--- src/rtl/full_adder.sv ---
// Single-bit full adder with a valid qualifier and an optional bit-serial carry chain.
// OUT_REG selects registered (1-cycle latency) or combinational Sum/Carry.
module full_adder #(
  parameter int unsigned OUT_REG = 1
) (
  input  logic clk,
  input  logic rst_n,
  input  logic A,
  input  logic B,
  input  logic Cin,
  input  logic in_valid,
  input  logic chain_en,
  output logic Sum,
  output logic Carry,
  output logic out_valid
);

  logic carry_q;
  logic cin_eff_c;
  logic sum_c;
  logic carry_c;

  // Select keeps an idle or unknown Cin from reaching the result while chaining.
  always_comb begin
    cin_eff_c = Cin;
    if (chain_en) cin_eff_c = carry_q;
  end

  always_comb begin
    {carry_c, sum_c} = 2'(A) + 2'(B) + 2'(cin_eff_c);
  end

  // Chain carry tracks the last accepted operation only.
  always_ff @(posedge clk) begin
    if (!rst_n) begin
      carry_q <= 1'b0;
    end else if (in_valid) begin
      carry_q <= carry_c;
    end
  end

  if (OUT_REG != 0) begin : g_out_reg
    logic sum_q;
    logic valid_q;

    always_ff @(posedge clk) begin
      if (!rst_n) begin
        sum_q   <= 1'b0;
        valid_q <= 1'b0;
      end else begin
        valid_q <= in_valid;
        if (in_valid) sum_q <= sum_c;
      end
    end

    // The registered carry-out is exactly the chain carry.
    assign Sum       = sum_q;
    assign Carry     = carry_q;
    assign out_valid = valid_q;
  end else begin : g_out_comb
    assign Sum       = sum_c;
    assign Carry     = carry_c;
    assign out_valid = in_valid & rst_n;
  end

endmodule

--- config.mk ---
export PLATFORM = sky130hd
export DESIGN_NAME = full_adder
export DESIGN_NICKNAME = d
export VERILOG_FILES = /design/src/rtl/full_adder.sv
export SDC_FILE = /design/constraint.sdc
export NUM_CORES = 1
export LEC_CHECK = 0
export CORE_AREA = 2 2 39 41
export CTS_CLUSTER_SIZE = 12
export DETAILED_ROUTE_END_ITERATION = 6
export DIE_AREA = 0 0 41 43
export DONT_BUFFER_PORTS = 1
export HOLD_SLACK_MARGIN = 0.03
export REMOVE_ABC_BUFFERS = 1
export SYNTH_ARGS = -nofsm -noshare
export SYNTH_HDL_FRONTEND = slang
export SYNTH_SLANG_ARGS = --single-unit
--- constraint.sdc ---
create_clock -name clk -period 1.5 [get_ports clk]
set_clock_uncertainty 0.1 [all_clocks]
set_input_delay 0.225 -clock clk [delete_from_list [all_inputs] [get_ports clk]]
set_output_delay 0.225 -clock clk [all_outputs]
set_load 0.05 [all_outputs]
==> out/metrics.cfg <==
[layout]
num_antenna_cells = 0
drive_gt1_share_pct = 38.9
multiInputGateArea_um2 = 71.3
layout_common_cells = 3 x dfxtp_1, 3 x clkbuf_4
nFillCells = 154
seq_area_um2 = 60.1
area_delta_synth_final_pct = 61.9
fin_nets = 27
fin_util_pct = 15.4

[drt]
drc = 0
antenna_left = 0
drtIter0Drc = 0
viasPerCell = 3.06
via_count = 104
wl_um = 370
drt_first_pass_iters = 1
wl_per_cell_um = 10.9

[sta]
slew_violations = 0
setup_tns_ps = 0
fin_crit_sh_pct = 94.1
fin_ws_ps = 88.8
worstMarginPinSlew_ps = 478
fmax_mhz = 709
rsz0062_at_grt = no
hold_slack_ps = 39.5
maxSlewHeadroom_pct = 68.1
hold_viol = 0
setup_viol = 0
fin_crit_ps = 1410

[logic_synthesis]
synth_top_family_by_area = multiplexers
syn-cell-area_um2 = 131
synthCells = 10
synth_sequential_area_ratio_pct = 45.7
synth_area_per_cell_um2 = 13.1
synth-xor-area-share_pct = 0
synth-simple-area-share_pct = 15.2
synth_adder_area_share_pct = 15.2
ys_warn_count = 0
synth_seq_cells = 3
synth_mux_area_share_pct = 23.8
yosysUniqueCellTypes = 6
synth-compound-area-share_pct = 0

[cts]
cts_tree = built
cts_root_buf = clkbuf_4
cts.reportedPaths.clkPinSlew_ps = 40
cts_made_buffers = 3
cts.path.max_buffers = 2
clk_latency_ps = 230
h-tree-depth = 1
cts.sinks = 3
cts_resized = 0

[floorplanning]
die_w_um = 41
io_pins = 10
die_area_um2 = 1760
initial_core_util_pct = 9.49
num_rows = 14
die_y_um = 43
core_area_um2 = 1380

[placement]
routabilityCongestion = 0.467
port_buffers = 0
place_ws_ps = 76.9

[grt]
grt.total_usage_pct = 6.51
grt_pass1_vias = 142
grt_overflow_total = 0
grt_pass1_wl_um = 593
grt_antenna_before_repair = 0
grt_max_degree = 4

[outcome]
status = completed

[power]
power_w = 0.000280
p_leak_nw = 0.0895
p_per_area_nw_per_um2 = 1320
ir_drop_mv = 0.0941

[setup_path]
cp.required_ps = 1520
crit_path_max_fanout = 2
crit_path_end_kind = flip-flop
critical_path_arrival_ps = 1430
critPathKind = flip-flop to flip-flop
startpoint_type = flip-flop

[run]
max_cap_viol_count = 0

[worst_hold_path]
hold_class = primary input to flip-flop

==> logic make-up (layout without fill, tap and decap cells) <==
kind of cell	after synthesis	after routing
fa+ha+maj	1	1
simple gates	3	3
buf+inv	0	8
mux	3	3
flops	3	3
==> report_power, final <==
part	internal (W)	switching (W)	total [W]	leakage [nW]
clock	0.0000996	0.0000400	0.000140	0.0150
sequential	0.0000864	0.00000770	0.0000941	0.0248
combinational	0.0000205	0.0000260	0.0000464	0.0497
total	0.000206	0.0000737	0.000280	0.0895
==> final timing paths <==
kind / startpoint / end / slack (ps) / cells past startpoint
max reg2reg: Carry / Sum / 90 / 4
min: rst_n / out_valid / 40 / 1
min reg2reg: Sum / Sum / 420 / 2
max: Carry / Sum / 90 / 4
==> sequential cells by signal, summed over array words and instances, names as in the netlist <==
| signal | count |
|---|---|
| Carry | 1 |
| Sum | 1 |
| out_valid | 1 |
==> critical path: stages, from the launching register on <==
cell,delay (ps)
dfxtp_1,300
mux2_2,270
fa_1,440
mux2i_1,140
nor2b_1,50
==> synthesized netlist by cell type, drive strengths merged <==
library cell  instances  area (µm²)
dfxtp                 3        60.1
fa                    1        20.0
and2                  1        7.51
mux2i                 2        20.0
nor2b                 2        12.5
mux2                  1        11.3
==> repair_timing <==
| item | in CTS | in global routing |
|---|---|---|
| hold buffers | 2 | 0 |
| setup buffers | 0 | 0 |
| endpoints found under the hold margin | 3 | 0 |
==> area by class of cell <==
type / instances / area share, %
multi-input combinational: 7 / 33.5
sequential: 3 / 28.2
timing repair buffer: 4 / 16.5
clock buffer: 4 / 12.4
tap: 16 / 9.41
==> routing by layer <==
layer	wire length (µm)	vias to the layer above	global-route usage [%]	part of all wire, %
met5	0	-	0	0
met4	0	0	6.00	0
met3	105	0	11.5	28
met2	141	10	7.19	38
met1	122	45	3.50	33
li1	-	49	-	-
==> stage by stage <==
step	cells	instance area, µm²
floorplan	10	131
detailed placement	28	166
global placement	28	166
CTS	34	213
finish	34	213
global route	34	213
No activity file was read; power rests on OpenSTA's default activity.
